[src/rtl/bcd_a_binario_serial.sv]
// Serial packed-BCD to binary converter, one digit per clock, MSD first (acc = acc*10 + digit).
// Define BCD_CHECK_EN to flag digits above 9 and force bin_out to all ones on error.
module bcd_a_binario_serial #(
  parameter int unsigned DIGITS = 4,
  parameter int unsigned BIN_W  = 14
) (
  input  logic                  clk,
  input  logic                  rst_n,
  input  logic                  valid_in,
  output logic                  ready_in,
  input  logic [4*DIGITS-1:0]   bcd_in,
  output logic                  valid_out,
  input  logic                  ready_out,
  output logic [BIN_W-1:0]      bin_out,
  output logic                  err_out
);

  localparam int unsigned CntW = (DIGITS > 1) ? $clog2(DIGITS) : 1;
  localparam logic [CntW-1:0] LastCnt = CntW'(DIGITS - 1);

  typedef enum logic [1:0] {StIdle, StConvert, StDone} state_t;

  state_t               state_q, state_d;
  logic [4*DIGITS-1:0]  shift_q, shift_d;
  logic [BIN_W-1:0]     acc_q, acc_d;
  logic [CntW-1:0]      count_q, count_d;
  logic                 err_q, err_d;
  logic [BIN_W-1:0]     bin_q, bin_d;
  logic                 err_out_q, err_out_d;

  logic [3:0]           digit;
  logic [BIN_W+3:0]     acc_ext;
  logic [BIN_W+3:0]     horner;
  logic [BIN_W-1:0]     acc_next;
  logic                 err_next;
  logic [BIN_W-1:0]     bin_final;

  assign digit    = shift_q[4*DIGITS-1 -: 4];
  assign acc_ext  = {4'b0000, acc_q};
  assign horner   = (acc_ext << 3) + (acc_ext << 1) + {{BIN_W{1'b0}}, digit};
  assign acc_next = horner[BIN_W-1:0];

`ifdef BCD_CHECK_EN
  assign err_next  = err_q | (digit > 4'd9);
  assign bin_final = err_next ? {BIN_W{1'b1}} : acc_next;
`else
  // Without the check, nibbles 10..15 enter the Horner step at face value.
  assign err_next  = 1'b0;
  assign bin_final = acc_next;
`endif

  always_comb begin
    state_d   = state_q;
    shift_d   = shift_q;
    acc_d     = acc_q;
    count_d   = count_q;
    err_d     = err_q;
    bin_d     = bin_q;
    err_out_d = err_out_q;
    unique case (state_q)
      StIdle: begin
        if (valid_in) begin
          shift_d = bcd_in;
          acc_d   = '0;
          count_d = '0;
          err_d   = 1'b0;
          state_d = StConvert;
        end
      end
      StConvert: begin
        acc_d   = acc_next;
        shift_d = shift_q << 4;
        count_d = count_q + CntW'(1);
        err_d   = err_next;
        if (count_q == LastCnt) begin
          bin_d     = bin_final;
          err_out_d = err_next;
          state_d   = StDone;
        end
      end
      StDone: begin
        if (ready_out) state_d = StIdle;
      end
      default: state_d = StIdle;
    endcase
  end

  always_ff @(posedge clk) begin
    if (!rst_n) begin
      state_q   <= StIdle;
      shift_q   <= '0;
      acc_q     <= '0;
      count_q   <= '0;
      err_q     <= 1'b0;
      bin_q     <= '0;
      err_out_q <= 1'b0;
    end else begin
      state_q   <= state_d;
      shift_q   <= shift_d;
      acc_q     <= acc_d;
      count_q   <= count_d;
      err_q     <= err_d;
      bin_q     <= bin_d;
      err_out_q <= err_out_d;
    end
  end

  assign ready_in  = (state_q == StIdle);
  assign valid_out = (state_q == StDone);
  assign bin_out   = bin_q;
  assign err_out   = err_out_q;

endmodule

[config.mk]
export PLATFORM = sky130hd
export DESIGN_NAME = bcd_a_binario_serial
export DESIGN_NICKNAME = d
export VERILOG_FILES = /design/src/rtl/bcd_a_binario_serial.sv
export SDC_FILE = /design/constraint.sdc
export NUM_CORES = 1
export LEC_CHECK = 0
export ABC_AREA = 0
export CORE_MARGIN = 2
export CORE_UTILIZATION = 30
export DETAILED_ROUTE_END_ITERATION = 8
export GPL_TIMING_DRIVEN = 0
export PLACE_DENSITY = 0.6
export SYNTH_ARGS = -nofsm -noshare
export SYNTH_HDL_FRONTEND = slang
export SYNTH_SLANG_ARGS = --single-unit
[constraint.sdc]
create_clock -name clk -period 2.9 [get_ports clk]
set_input_delay 0.58 -clock clk [delete_from_list [all_inputs] [get_ports clk]]
set_output_delay 0.58 -clock clk [all_outputs]
set_load 0.02 [all_outputs]
==> reports/qor.log, run 1 <==
INFO  status         outcome=finished, final reports clean
INFO  layout         most_common_library_cell_in_the_layout_ignoring_fill_and_taps=sky130_fd_sc_hd__dfxtp_1
INFO  placement      post-place-cells=446
INFO  timing         worstMarginPinSlew=0.575ns
INFO  critical_path  crit_path_cell_trace=inv_1, fa_1, inv_1, fa_2, a21o_1, a2111o_1, and4_4, o21a_1, o31ai_1
INFO  yosys          sequential_element_share_of_the_synthesized_area=35.3%
INFO  critical_path  cp_slowest_cell=sky130_fd_sc_hd__fa_1
INFO  critical_path  timing.critical_path.required=3.12ns
INFO  detailed_routing route.antenna.remaining_nets=0
INFO  timing         worst_slew_margin_rel=61.7%
INFO  clocking       tritoncts=built
INFO  detailed_routing drt_pre_antenna_iters=4
INFO  layout         final_layout_size_suffix_gt1_share=8.67%
INFO  placement      place.port_buffers=35
INFO  yosys          number_of_synthesized_flops_with_an_enable_pin=0
INFO  clocking       cts_buffer_depth=2
INFO  timing         final-setup-viol-count=0
INFO  die            die_height=98.3um
INFO  die            core.rowCount=34
INFO  layout         fin_nets=390
INFO  critical_path  worstSetupStartpointType=flop
INFO  power          fin_total_pwr=1.29mW
INFO  layout         area_delta_synth_final=21.7%
INFO  yosys          synth_net_count=348
INFO  critical_path  critical_path.most_common_cell=sky130_fd_sc_hd__inv_1
INFO  yosys          synthFlopType=sky130_fd_sc_hd__dfxtp_1
INFO  global_route   first_global_vias=2328
INFO  critical_path  timing.critical_path.arrival=2.95ns
INFO  layout         layout.cells.most_common_list=sky130_fd_sc_hd__dfxtp_1 (46), sky130_fd_sc_hd__clkdlybuf4s50_1 (35), sky130_fd_sc_hd__nor2b_1 (27)
INFO  yosys          synth.distinct_cells=47
INFO  die            die_width=98.3um
INFO  timing         finalSetupTns=0ns
INFO  clocking       cts_hold_bufs=0
INFO  clocking       clk-insertion-delay-late=0.30ns
INFO  critical_path  critPathCaptureType=flop
INFO  yosys          asyncSetResetFlopFracSynth=0%
INFO  detailed_routing dr_total_vias=2357
INFO  placement      dp_slack=0.0705ns
INFO  power          power.density_cell_area=396mW/mm^2
INFO  clocking       cts.repair.resized=0
INFO  clocking       h-tree-depth=2
INFO  detailed_routing drcViolationCount=0
INFO  timing         timing.final.hold_violations=0
INFO  detailed_routing routed_wl=6.55mm
INFO  critical_path  max_fanout_on_critical_path=4
INFO  detailed_routing average_wire_per_standard_cell=14.4um
INFO  timing         timing.final.crit_period=2.74ns
INFO  global_route   grt_overflow_total=0
INFO  die            die_area=0.00967mm^2
INFO  yosys          postSynthCellCount=303
INFO  clocking       postcts_setup_bufs=0
INFO  job            maxCapViolCount=0
INFO  clocking       ctsRootBufferMaster=sky130_fd_sc_hd__clkbuf_8
INFO  timing         max_freq=366MHz
INFO  clocking       number_of_buffers_created_by_cts=5
INFO  timing         rsz_0062_raised_after_global_routing=no
INFO  die            coreArea=0.00868mm^2
INFO  clocking       clock_sinks=47
INFO  die            io_pins=37
INFO  timing         layout_setup_ws=0.165ns
INFO  layout         post-route-util=37.4%
INFO  power          power.ir.vdd_worst=180uV
INFO  detailed_routing routed_via_density=5.19
INFO  global_route   grt_start_max_net_pins=16
INFO  yosys          yosys_register_bits=47
INFO  yosys          yosys_warnings=0
INFO  timing         period_share=94.3%
INFO  yosys          synth.cell_area=0.00267mm^2
INFO  yosys          syn_avg_cell_area=8.81um^2
INFO  global_route   grt_antenna_before_repair=0
INFO  global_route   groute.usage.overall=13.7%
INFO  clocking       clk_pin_slew_worst_paths=0.10ns
INFO  worst_hold_path hold_class=reg -> reg
INFO  global_route   first_pass_grt_wire_length=10.9mm
INFO  timing         number_of_slew_limit_violations_in_the_final_report=0
INFO  placement      place_congestion=0.831
INFO  placement      dp_hpwl=5.10mm
INFO  timing         timing.clock.skew=0.00788ns
INFO  layout         diodes=0
INFO  die            initial_core_util=30.8%
INFO  power          leakagePower=1.33nW
INFO  detailed_routing drc_marker_count_from_the_first_detailed_route_iteration=72
INFO  critical_path  critPathMaxStageDelay=0.52ns
INFO  critical_path  criticalPathCategory=reg -> reg
INFO  layout         fin_cells=454
per-layer routing:
metal	track usage [%]	share of wire [%]	wire, um
met5	0	0	0
met4	2.85	0.38	25
met3	3.08	3.9	257
met2	24.5	50	3250
met1	16.7	46	3020
sequential cells by signal, summed over array words and instances, names as in the netlist:
name / count
bin_out: 14
count_q: 2
state_q: 2
acc_q: 13
shift_q: 16
path summary, 6_finish.rpt:
kind	from	endpoint	slack [ns]	cells after the start
max	shift_q[15]	acc_q[12]	0.16	9
max reg2reg	shift_q[15]	acc_q[12]	0.16	9
min	bin_out[2]	bin_out[2]	0.47	2
min reg2reg	bin_out[2]	bin_out[2]	0.47	2
logic make-up after synthesis:
kind of cell	after synthesis	share of synthesized area [%]
XOR/XNOR	9	2.95
adder cells (fa/ha/maj)	25	12.3
AND/OR/NAND/NOR	106	21.1
flip-flops	47	35.3
other	1	0.141
buffers and inverters	30	4.36
AO/OA/AOI/OAI	84	23.5
multiplexers	1	0.375
final cells by class:
type                       instances  area, um^2
inverter                           8        30.0
fill                             931        5430
timing repair buffer              35         350
sequential                        47         942
clock inverter                     2        17.5
multi-input combinational        226        1610
clock buffer                       6        72.6
tap                              108         135
buffer                            22        86.3
cells in the mapped netlist, types with 2 or more instances:
| cell | number | area, um^2 |
|---|---|---|
| sky130_fd_sc_hd__and2_1 | 4 | 25.0 |
| sky130_fd_sc_hd__or4b_1 | 3 | 30.0 |
| sky130_fd_sc_hd__xor2_1 | 5 | 43.8 |
| sky130_fd_sc_hd__inv_1 | 8 | 30.0 |
| sky130_fd_sc_hd__a21boi_0 | 7 | 52.6 |
| sky130_fd_sc_hd__nand2_1 | 26 | 97.6 |
| sky130_fd_sc_hd__nand3_1 | 10 | 50.1 |
| sky130_fd_sc_hd__and3_1 | 3 | 18.8 |
| sky130_fd_sc_hd__nor2_1 | 16 | 60.1 |
| sky130_fd_sc_hd__o211ai_1 | 3 | 22.5 |
| sky130_fd_sc_hd__a22oi_1 | 11 | 82.6 |
| sky130_fd_sc_hd__nor3_1 | 4 | 20.0 |
| sky130_fd_sc_hd__a32o_1 | 2 | 20.0 |
| sky130_fd_sc_hd__xnor2_1 | 4 | 35.0 |
| sky130_fd_sc_hd__nor3b_1 | 2 | 15.0 |
| sky130_fd_sc_hd__clkbuf_1 | 21 | 78.8 |
| sky130_fd_sc_hd__a31oi_1 | 3 | 18.8 |
| sky130_fd_sc_hd__o211a_1 | 2 | 20.0 |
| sky130_fd_sc_hd__dfxtp_1 | 47 | 941 |
| sky130_fd_sc_hd__nand4_1 | 4 | 25.0 |
| sky130_fd_sc_hd__a21oi_1 | 22 | 110 |
| sky130_fd_sc_hd__nor2b_1 | 27 | 169 |
| sky130_fd_sc_hd__fa_1 | 2 | 40.0 |
| sky130_fd_sc_hd__or2_2 | 2 | 12.5 |
| sky130_fd_sc_hd__o21ai_0 | 7 | 35.0 |
| sky130_fd_sc_hd__o21a_1 | 4 | 30.0 |
| sky130_fd_sc_hd__o221a_2 | 12 | 135 |
| sky130_fd_sc_hd__ha_1 | 23 | 288 |
report_power, final:
group	switching [mW]	total [mW]	internal [mW]
sequential	0.0166	0.687	0.670
combinational	0.0966	0.187	0.0908
clock	0.238	0.412	0.174
total	0.351	1.29	0.935
through the flow:
step | hold WS, ns | cell area [um^2]
4_1_cts | 0.470 | 3240
3_3_place_gp | 0.445 | 3150
2_1_floorplan | 0.429 | 2670
6_report | 0.465 | 3250
3_5_place_dp | 0.450 | 3150
5_1_grt | 0.504 | 3250
worst max-delay path, delay by kind of cell (launching register included):
kind                       cells  cell delay [ns]
DFF                            1             0.35
buffers and inverters          2             0.13
adders and majority gates      2             0.93
AOI/OAI and AO/OA              4             1.01
and+or+nand+nor                1             0.23
Note: power is estimated with default switching activity, not from simulation.
==> run 2: changes to the inputs <==
--- a/config.mk
+++ b/config.mk
@@ -8,6 +8,7 @@
 export ABC_AREA = 0
 export CORE_MARGIN = 2
 export CORE_UTILIZATION = 30
+export CTS_CLUSTER_SIZE = 40
 export DETAILED_ROUTE_END_ITERATION = 8
 export GPL_TIMING_DRIVEN = 0
 export PLACE_DENSITY = 0.6
==> results of run 2 <==
No change in the layout: final DEF, timing and power equal those of run 1.
